--- config.mk ---
export PLATFORM = sky130hd
export DESIGN_NAME = fwd_hazard_unit_flat
export DESIGN_NICKNAME = d
export VERILOG_FILES = /design/src/rtl/fwd_hazard_unit_pkg.sv /design/src/rtl/fwd_hazard_unit_if.sv /design/src/rtl/fwd_hazard_unit_match.sv /design/src/rtl/fwd_hazard_unit.sv /design/src/flat_wrapper.sv
export SDC_FILE = /design/constraint.sdc
export NUM_CORES = 1
export LEC_CHECK = 0
export BUFFER_PORTS_ARGS = -buffer_cell sky130_fd_sc_hd__clkbuf_2
export CORE_ASPECT_RATIO = 0.9
export CORE_UTILIZATION = 50
export CTS_CLUSTER_DIAMETER = 40
export CTS_CLUSTER_SIZE = 10
export DETAILED_ROUTE_END_ITERATION = 10
export GPL_ROUTABILITY_DRIVEN = 0
export PLACE_DENSITY_LB_ADDON = 0.15
export SYNTH_ARGS = -nofsm -noshare
export SYNTH_HDL_FRONTEND = slang
export SYNTH_SLANG_ARGS = --single-unit
--- constraint.sdc ---
create_clock -name clk -period 3.8 [get_ports clk]
set_input_delay 0.57 -clock clk [delete_from_list [all_inputs] [get_ports clk]]
set_output_delay 0.57 -clock clk [all_outputs]
set_load 0.05 [all_outputs]
--- src/rtl/fwd_hazard_unit_pkg.sv ---
// Shared types for the EXE forwarding / hazard unit.
// Register index, forward select encoding and stall FSM states.
package fwd_hazard_unit_pkg;

  typedef logic [4:0] reg_idx_t;

  localparam int SELW_MAX = 3;
  typedef logic [SELW_MAX-1:0] fwd_sel_t;

  localparam int FWD_REGFILE = 0;
  localparam reg_idx_t REG_X0 = 5'd0;

  typedef enum logic {
    ST_RUN,
    ST_STALL
  } stall_state_e;

endpackage

--- src/rtl/fwd_hazard_unit_if.sv ---
// EXE-side hazard bundle: operand/stage info in,
// forward selects, stall and status out.
interface fwd_hazard_unit_if
  import fwd_hazard_unit_pkg::*;
#(
  parameter int NUM_SRC    = 2,
  parameter int NUM_STAGES = 2
);
  localparam int SELW = $clog2(NUM_STAGES + 1);

  logic                                exe_valid;
  reg_idx_t [NUM_SRC-1:0]              exe_rs;
  logic     [NUM_SRC-1:0]              exe_rs_used;
  logic     [NUM_STAGES-1:0]           stg_load_regfile;
  reg_idx_t [NUM_STAGES-1:0]           stg_rd;
  logic     [NUM_STAGES-1:0]           stg_ready;
  logic                                mc_issue;
  reg_idx_t                            mc_issue_rd;
  logic                                mc_done;
  reg_idx_t                            mc_done_rd;
  logic     [NUM_SRC-1:0][SELW-1:0]    fwd_sel;
  logic                                stall_exe;
  logic                                hazard_err;
  logic     [31:0]                     stall_count;

  modport master (
    output exe_valid, exe_rs, exe_rs_used,
    output stg_load_regfile, stg_rd, stg_ready,
    output mc_issue, mc_issue_rd, mc_done, mc_done_rd,
    input  fwd_sel, stall_exe, hazard_err, stall_count
  );

  modport slave (
    input  exe_valid, exe_rs, exe_rs_used,
    input  stg_load_regfile, stg_rd, stg_ready,
    input  mc_issue, mc_issue_rd, mc_done, mc_done_rd,
    output fwd_sel, stall_exe, hazard_err, stall_count
  );

endinterface

--- src/rtl/fwd_hazard_unit_match.sv ---
// Priority match of one EXE source against downstream stages.
// Lowest (youngest) matching stage wins; x0 never matches.
module fwd_match_prio
  import fwd_hazard_unit_pkg::*;
#(
  parameter int NUM_STAGES = 2,
  parameter int SELW       = 2
) (
  input  reg_idx_t                  rs,
  input  logic     [NUM_STAGES-1:0] load,
  input  reg_idx_t [NUM_STAGES-1:0] rd,
  input  logic     [NUM_STAGES-1:0] ready,
  output logic     [SELW-1:0]       sel,
  output logic                      hit,
  output logic                      rdy
);

  always_comb begin
    sel = SELW'(FWD_REGFILE);
    hit = 1'b0;
    rdy = 1'b0;
    // scan oldest to youngest so the youngest match overwrites
    for (int i = NUM_STAGES - 1; i >= 0; i--) begin
      if (load[i] && rd[i] != REG_X0 && rd[i] == rs) begin
        sel = SELW'(i + 1);
        hit = 1'b1;
        rdy = ready[i];
      end
    end
  end

endmodule

--- src/rtl/fwd_hazard_unit.sv ---
// EXE forward select, load-use / multi-cycle hazard stall,
// in-flight write scoreboard and stall watchdog.
module fwd_hazard_unit
  import fwd_hazard_unit_pkg::*;
#(
  parameter int NUM_SRC    = 2,
  parameter int NUM_STAGES = 2,
  parameter int STALL_MAX  = 64
) (
  input logic          clk,
  input logic          rst,
  fwd_hazard_unit_if.slave hz
);

  localparam int SELW = $clog2(NUM_STAGES + 1);
  localparam int WDW  = $clog2(STALL_MAX + 1);

  logic [31:0]                  pending;
  logic [31:0]                  pending_nxt;
  logic [NUM_SRC-1:0][SELW-1:0] sel;
  logic [NUM_SRC-1:0]           hit;
  logic [NUM_SRC-1:0]           rdy;
  logic [NUM_SRC-1:0]           haz;
  logic                         stall;

  stall_state_e   state;
  stall_state_e   state_nxt;
  logic [WDW-1:0] wd_cnt;
  logic [WDW-1:0] wd_nxt;
  logic           err_q;
  logic [31:0]    cnt_q;

  for (genvar s = 0; s < NUM_SRC; s++) begin : g_src
    fwd_match_prio #(
      .NUM_STAGES (NUM_STAGES),
      .SELW       (SELW)
    ) u_match (
      .rs    (hz.exe_rs[s]),
      .load  (hz.stg_load_regfile),
      .rd    (hz.stg_rd),
      .ready (hz.stg_ready),
      .sel   (sel[s]),
      .hit   (hit[s]),
      .rdy   (rdy[s])
    );

    // a stage match is younger than any in-flight mc write
    assign haz[s] = hz.exe_valid & hz.exe_rs_used[s]
                  & (hz.exe_rs[s] != REG_X0)
                  & (hit[s] ? ~rdy[s] : pending[hz.exe_rs[s]]);
  end

  assign stall          = (|haz) & ~rst;
  assign hz.fwd_sel     = sel;
  assign hz.stall_exe   = stall;
  assign hz.hazard_err  = err_q;
  assign hz.stall_count = cnt_q;

  always_comb begin
    pending_nxt = pending;
    if (hz.mc_done)
      pending_nxt[hz.mc_done_rd] = 1'b0;
    if (hz.mc_issue && !stall && hz.mc_issue_rd != REG_X0)
      pending_nxt[hz.mc_issue_rd] = 1'b1;
  end

  always_comb begin
    state_nxt = state;
    wd_nxt    = wd_cnt;
    unique case (state)
      ST_RUN: begin
        if (stall) begin
          state_nxt = ST_STALL;
          wd_nxt    = WDW'(1);
        end
      end
      ST_STALL: begin
        if (!stall) begin
          state_nxt = ST_RUN;
          wd_nxt    = '0;
        end else if (wd_cnt != WDW'(STALL_MAX)) begin
          wd_nxt = wd_cnt + WDW'(1);
        end
      end
      default: begin
        state_nxt = ST_RUN;
        wd_nxt    = '0;
      end
    endcase
  end

  always_ff @(posedge clk) begin
    if (rst) begin
      pending <= '0;
      state   <= ST_RUN;
      wd_cnt  <= '0;
      err_q   <= 1'b0;
      cnt_q   <= '0;
    end else begin
      pending <= pending_nxt;
      state   <= state_nxt;
      wd_cnt  <= wd_nxt;
      if (wd_nxt == WDW'(STALL_MAX))
        err_q <= 1'b1;
      if (stall && cnt_q != 32'hFFFF_FFFF)
        cnt_q <= cnt_q + 32'd1;
    end
  end

endmodule

--- src/flat_wrapper.sv ---
// flat-port wrapper written by rule: the top's interface ports become plain ports
module fwd_hazard_unit_flat import fwd_hazard_unit_pkg::*;
#(
  parameter int NUM_SRC    = 2,
  parameter int NUM_STAGES = 2,
  parameter int STALL_MAX  = 64
)
  (clk, rst, hz_exe_valid, hz_exe_rs, hz_exe_rs_used, hz_stg_load_regfile, hz_stg_rd, hz_stg_ready, hz_mc_issue, hz_mc_issue_rd, hz_mc_done, hz_mc_done_rd, hz_fwd_sel, hz_stall_exe, hz_hazard_err, hz_stall_count);
  fwd_hazard_unit_if #(.NUM_SRC(NUM_SRC), .NUM_STAGES(NUM_STAGES)) hz_i ();
  input logic clk;
  input logic rst;
  input wire logic [$bits(hz_i.exe_valid)-1:0] hz_exe_valid;
  input wire logic [$bits(hz_i.exe_rs)-1:0] hz_exe_rs;
  input wire logic [$bits(hz_i.exe_rs_used)-1:0] hz_exe_rs_used;
  input wire logic [$bits(hz_i.stg_load_regfile)-1:0] hz_stg_load_regfile;
  input wire logic [$bits(hz_i.stg_rd)-1:0] hz_stg_rd;
  input wire logic [$bits(hz_i.stg_ready)-1:0] hz_stg_ready;
  input wire logic [$bits(hz_i.mc_issue)-1:0] hz_mc_issue;
  input wire logic [$bits(hz_i.mc_issue_rd)-1:0] hz_mc_issue_rd;
  input wire logic [$bits(hz_i.mc_done)-1:0] hz_mc_done;
  input wire logic [$bits(hz_i.mc_done_rd)-1:0] hz_mc_done_rd;
  output wire logic [$bits(hz_i.fwd_sel)-1:0] hz_fwd_sel;
  output wire logic [$bits(hz_i.stall_exe)-1:0] hz_stall_exe;
  output wire logic [$bits(hz_i.hazard_err)-1:0] hz_hazard_err;
  output wire logic [$bits(hz_i.stall_count)-1:0] hz_stall_count;
  assign hz_i.exe_valid = hz_exe_valid;
  assign hz_i.exe_rs = hz_exe_rs;
  assign hz_i.exe_rs_used = hz_exe_rs_used;
  assign hz_i.stg_load_regfile = hz_stg_load_regfile;
  assign hz_i.stg_rd = hz_stg_rd;
  assign hz_i.stg_ready = hz_stg_ready;
  assign hz_i.mc_issue = hz_mc_issue;
  assign hz_i.mc_issue_rd = hz_mc_issue_rd;
  assign hz_i.mc_done = hz_mc_done;
  assign hz_i.mc_done_rd = hz_mc_done_rd;
  assign hz_fwd_sel = hz_i.fwd_sel;
  assign hz_stall_exe = hz_i.stall_exe;
  assign hz_hazard_err = hz_i.hazard_err;
  assign hz_stall_count = hz_i.stall_count;
  fwd_hazard_unit #(.NUM_SRC(NUM_SRC), .NUM_STAGES(NUM_STAGES), .STALL_MAX(STALL_MAX)) u_core (.clk(clk), .rst(rst), .hz(hz_i));
endmodule
# Yosys cells after proc, flatten, opt, wreduce, memory -nomap -nowiden
# Index checks and enable logic that the tools add are counted.
[totals]
elab_cells = 81
reg_bits = 73
[classes]
n_lt_le_gt_ge = 6
n_bitwise = 14
n_reduce_logical = 18
n_eq_ne = 7
add_sub_neg = 2
mux = 29
[ops]
columns = ["operator", "count"]
rows = [
  ["$mux 32", 2],
  ["$add 32x1->32 const B", 1],
  ["$and 32x32->32", 1],
  ["$ne 32x32->1 const B", 1],
  ["$not 32->32", 1],
  ["$or 32x32->32", 1],
  ["$reduce_bool 5->1", 5],
  ["$lt 5x6->1 const B", 4],
  ["$mux 7", 3],
  ["$eq 5x5->1", 4],
  ["$mux 1", 15],
  ["$pmux 7 s2", 1],
  ["$logic_and 1x1->1", 11],
  ["$bmux 1 s5", 2],
  ["$demux 1 s5", 2],
  ["$ge 5x1->1 const B", 2],
  ["$mux 2", 4],
  ["$add 7x1->7 const B", 1],
  ["$and 1x1->1", 7],
  ["$eq 7x7->1 const B", 1],
  ["$ne 7x7->1 const B", 1],
  ["$not 1->1", 4],
  ["$reduce_or 2->1", 1],
  ["$logic_not 1->1", 1],
]

# Longest topological paths before layout
[depth]
ltp_word = 14
depth_mapped = 12
depth_no_buf = 9

# Modules after synthesis
# A second synthesis with hierarchy kept.
[unflattened]
hier_cells = 541
hier_area_um2 = 4624.4
[modules_own_cells]
columns = ["module", "area_per_inst_um2", "cells_per_inst", "n_inst", "seq_area_each_um2"]
rows = [
  ["fwd_hazard_unit", 4219.0, 489, 1, 1461.4],
  ["fwd_match_prio", 202.7, 26, 2, 0.0],
]

# Worst setup path after synthesis
# Ideal clock, no wire load.
[synth_path]
path_kind = "input -> output"
start = "input hz_exe_rs[2]"
end = "output hz_stall_exe"
cell_stages = 9
arrival_ns = 3.686
setup_slack_ns = -0.456
required_ns = 3.230
path_cell_list = "buf_2 xnor2_1 nand3_1 nor4_1 a21oi_1 a2bb2oi_1 buf_4 buf_2 inv_1"
[synth_between]
elab_chain_len = 9
[synth_lines]
columns = ["item", "line", "source"]
rows = [
  ["start, declared", "flat_wrapper.sv:13", "input wire logic [$bits(hz_i.exe_rs)-1:0] hz_exe_rs;"],
  ["parallel branches: the longest is 6 deep, another holds $bmux 1 s5", "n/a", ""],
  ["$and 1x1->1 (*)", "fwd_hazard_unit.sv:50", "& (hit[s] ? ~rdy[s] : pending[hz.exe_rs[s]]);"],
  ["$reduce_or 2->1 (*)", "fwd_hazard_unit.sv:53", "assign stall = (|haz) & ~rst;"],
  ["$and 1x1->1 (*)", "fwd_hazard_unit.sv:53", ""],
  ["end, declared", "flat_wrapper.sv:23", "output wire logic [$bits(hz_i.stall_exe)-1:0] hz_stall_exe;"],
]
# Mark *: on every way between the ends. The select of a mux whose other input is x is not followed.

# Worst setup path in the final report
[layout_path]
start = "input hz_exe_rs[5]"
end = "output hz_stall_exe"
# Same word-level chain as after synthesis.

==> results.md <==
* Status: finished clean
* Number of filler instances in the final layout at 803
* Number of antenna cells inserted at 0
* Cells traversed along the worst timing path: clkbuf_2, mux4_2, nor3b_1, a2111oi_0, a2111oi_0, buf_4, a2bb2oi_4, inv_1, clkbuf_2
* Half-perimeter wire length after placement at roughly 8000 µm
* Cell at the root of the clock tree: sky130_fd_sc_hd__clkbuf_8
* Ratio of cells with drive above 1 in the final layout at 0.247
* Worst Max-Slew Pin Slew at about 0.7 ns
* Detailed-router iteration count before antenna repair at 4
* Crit Path Class: primary input to output pin
* Post-synthesis net count at 535
* Pleak at 0.00183 µW
* Post-CTS setup repair buffer count at 0
* Sink Count at 73
* Post-Route Skew at 0.0115 ns
* DRC Markers at 0
* Largest buffer count on any clock path at 2
* Arrival @ worst endpoint at approximately 3.0 ns
* Proportion of synthesized flip-flops having asynchronous set or reset at 0
* Sum of overflow across all layers after global routing at 0
* Total routed wire length on the met1 layer at around 5600 µm
* Cell Area, Synth at approximately 4400 µm²
* Yosys Warn Count at 0
* Worst slack on hold paths at ~0.50 ns
* Master of the slowest instance on the critical path: sky130_fd_sc_hd__mux4_2
* Sequential cell area at about 1500 µm²
* Number of gates resized after CTS at 0
* Launch point of the worst hold path: u_core.pending[11]$_SDFF_PP0_
* Met3 wire len at 691 µm
* Number of storage elements in the synthesis netlist at 73
* Total I/O pin count at a little under 80
* Vias per Instance at a little under 6
* Core Rows at 32
* Length of routed met2 wiring at 4670 µm
* Unrepaired setup endpoints after global routing: false
* Vertical die dimension at slightly above 90 µm
* First-pass GRT wire length at around 18,000 µm
* Number of clock buffers inserted by TritonCTS at 9
* Count of buffers from port buffering at a little under 80
* Data required time at the worst endpoint at about 3.2 ns
* Post-synth EDFFs at 0
* Kind of launch point of the worst setup path: primary input
* Area of combinational cells with multiple inputs at roughly 2800 µm²
* Pin count of the biggest net entering global routing at 47
* Kind of cell with the highest combined delay on the critical path: buffers and inverters
* Clock latency on the worst-skew pair at between 0.3 and 0.4 ns
* Cts-stage hold buffer count at 0
* Die span in x at around 100 µm
* Top Layer Used: met4
* Peak fanout along the critical path at 12
* Path class of the lowest-slack min-delay path: flip-flop to flip-flop
* Initial core utilization at 0.516
* Sequential area share after synthesis at 0.331
* Number of distinct library cells after synthesis at 65
* Antenna violation net count after detailed routing at 0
* CTS tree: yes
* Power density of the placed cells at 319 nW/µm²
* Clock H-tree levels at 3
* Min cycle time layout at around 3.6 ns
* Average cell area after synthesis at ~9.0 µm²
* Power after layout at 1640 µW
* CP endpoint kind: output pin
* Number of cells produced by synthesis at between 400 and 500
* R2R Path Start: u_core.hz.stall_count[8]$_SDFFE_PP0P_
* # setup viols final at 0
* Largest voltage drop on the vdd net at about 0.00017 V
* Die Area at between 9000 and 10,000 µm²
* Area growth from synthesis to layout at 16.0%
* Core ar. at 8570 µm²
* Final count of hold timing violations at 0
* Aggregate routed wire length at about 11,000 µm
* Delay contributed by the slowest stage of the critical path at around 0.56 ns
* Normalized max-slew margin at 0.541
* Crit path buf inv count at 4
* Max Slew Vio Count at 0
* Count of routing violations after the opening detailed-route iteration at between 200 and 300
* Most instantiated flip-flop cell in the synthesis netlist: sky130_fd_sc_hd__dfxtp_1
* Max-cap violation count at 0
* Total via count after detailed routing at 3,996
* Placed standard-cell area at slightly below 5000 µm²
* Upper clock frequency limit at around 280 MHz
* Total global-route track usage at 0.250
* Final worst path period share at 0.942
* Accumulated negative setup slack at 0 ns
* CTS clk-pin slew, worst paths at approximately 0.070 ns
* Via count of the first global-routing pass at about 3,600
* Number of antenna violations at the first check in global routing at 0
* Nets at around 610
* Non-Filler Cell Area, Final at 5130 µm²
* Timing startpoint of the critical path: hz_exe_rs[5]
* Post-DR wirelength/cell at 16.1 µm
logic make-up (layout without fill, tap and decap cells):
family          after synthesis  in the layout  synth area share
compound gates               98             98             0.144
xor+xnor                     48             48            0.0951
mux                          23             23             0.100
fa+ha+maj                     3              3           0.00849
simple gates                211            211             0.281
buf+inv                      35            110            0.0405
flops                        73             73             0.331
worst min-delay path: stages (launching register included):
cell,delay (ns)
sky130_fd_sc_hd__dfxtp_1,0.32
sky130_fd_sc_hd__nand3_1,0.06
sky130_fd_sc_hd__o21ai_0,0.07
power breakdown:
part	switching, µW	internal (µW)
registers	6.44	770
logic	103	66.2
clock network	286	403
registers in the layout, summed over array words and instances (netlist names):
name / count
u_core.hz.hazard_err: 1
u_core.hz.stall_count: 32
u_core.wd_cnt: 7
u_core.pending: 32
u_core.state: 1
synthesized netlist by cell type (2+ instances only):
master / number / share of area
sky130_fd_sc_hd__nor3b_1: 10 / 0.017
sky130_fd_sc_hd__mux4_2: 13 / 0.066
sky130_fd_sc_hd__or3_1: 9 / 0.013
sky130_fd_sc_hd__or4_1: 5 / 0.0085
sky130_fd_sc_hd__nand3b_1: 10 / 0.017
sky130_fd_sc_hd__nor4_1: 17 / 0.024
sky130_fd_sc_hd__nor2_1: 36 / 0.031
sky130_fd_sc_hd__mux2i_1: 6 / 0.014
sky130_fd_sc_hd__o211ai_1: 19 / 0.032
sky130_fd_sc_hd__a21oi_1: 14 / 0.016
sky130_fd_sc_hd__mux4_1: 3 / 0.018
sky130_fd_sc_hd__a221o_1: 2 / 0.0045
sky130_fd_sc_hd__nand3_1: 34 / 0.038
sky130_fd_sc_hd__xor2_1: 10 / 0.020
sky130_fd_sc_hd__inv_1: 8 / 0.0068
sky130_fd_sc_hd__nand2_1: 38 / 0.032
sky130_fd_sc_hd__a22oi_1: 5 / 0.0085
sky130_fd_sc_hd__and3b_1: 2 / 0.0040
sky130_fd_sc_hd__or2_2: 3 / 0.0042
sky130_fd_sc_hd__nand4_1: 5 / 0.0071
sky130_fd_sc_hd__nor3_1: 6 / 0.0068
sky130_fd_sc_hd__and2_1: 2 / 0.0028
sky130_fd_sc_hd__o21ai_0: 31 / 0.035
sky130_fd_sc_hd__o21ai_1: 6 / 0.0068
sky130_fd_sc_hd__ha_1: 3 / 0.0085
sky130_fd_sc_hd__a2111oi_0: 3 / 0.0059
sky130_fd_sc_hd__dfxtp_1: 73 / 0.33
sky130_fd_sc_hd__or4_4: 2 / 0.0051
sky130_fd_sc_hd__xnor2_1: 38 / 0.075
sky130_fd_sc_hd__nor2b_1: 4 / 0.0057
sky130_fd_sc_hd__and4_1: 2 / 0.0040
sky130_fd_sc_hd__o31ai_1: 2 / 0.0034
sky130_fd_sc_hd__buf_2: 8 / 0.0091
sky130_fd_sc_hd__buf_4: 2 / 0.0034
sky130_fd_sc_hd__o21ai_2: 6 / 0.012
sky130_fd_sc_hd__nor4b_2: 5 / 0.017
sky130_fd_sc_hd__buf_6: 4 / 0.010
sky130_fd_sc_hd__nand2b_1: 2 / 0.0028
sky130_fd_sc_hd__clkbuf_1: 11 / 0.0093
sky130_fd_sc_hd__and3_1: 7 / 0.0099
final timing paths:
kind / to / cells past startpoint / slack (ns)
worst min-delay path: u_core.pending[11]$_SDFF_PP0_ / 2 / 0.50
worst max register to register: u_core.hz.stall_count[29]$_SDFFE_PP0P_ / 10 / 0.73
worst min register to register: u_core.pending[11]$_SDFF_PP0_ / 2 / 0.50
worst max-delay path: hz_stall_exe / 9 / 0.22
cell usage in the layout (no fill, tap or decap), types with 14 or more instances in the layout:
cell type / Yosys / layout
sky130_fd_sc_hd__nand3_1: 34 / 34
sky130_fd_sc_hd__a21oi_1: 14 / 14
sky130_fd_sc_hd__nor2_1: 36 / 36
sky130_fd_sc_hd__xnor2_1: 38 / 38
sky130_fd_sc_hd__o211ai_1: 19 / 19
sky130_fd_sc_hd__clkbuf_2: 0 / 78
sky130_fd_sc_hd__dfxtp_1: 73 / 73
sky130_fd_sc_hd__o21ai_0: 31 / 31
sky130_fd_sc_hd__nor4_1: 17 / 16
sky130_fd_sc_hd__nand2_1: 38 / 38
final cells by class:
type | count | share of cell area
clock inverters | 4 | 0.0149
multi-input cells | 383 | 0.547
well taps | 119 | 0.0290
repair buffers | 86 | 0.0879
inverters | 9 | 0.00659
clock buffers | 11 | 0.0295
flip-flops and latches | 73 | 0.285
metal layers:
metal,GRT usage,vias up
li1,-,1985
met1,0.384,1887
met2,0.359,116
met3,0.0377,8
met4,0.0713,0
met5,0,-
through the flow:
step	util	worst slack, ns	cells
floorplan	-	0.120	491
global placement	0.572	0.250	670
detailed placement	0.572	0.190	670
CTS	0.598	0.190	685
global route	0.598	0.00373	685
finish	0.598	0.219	685
Power figures use the tool's default switching activity.
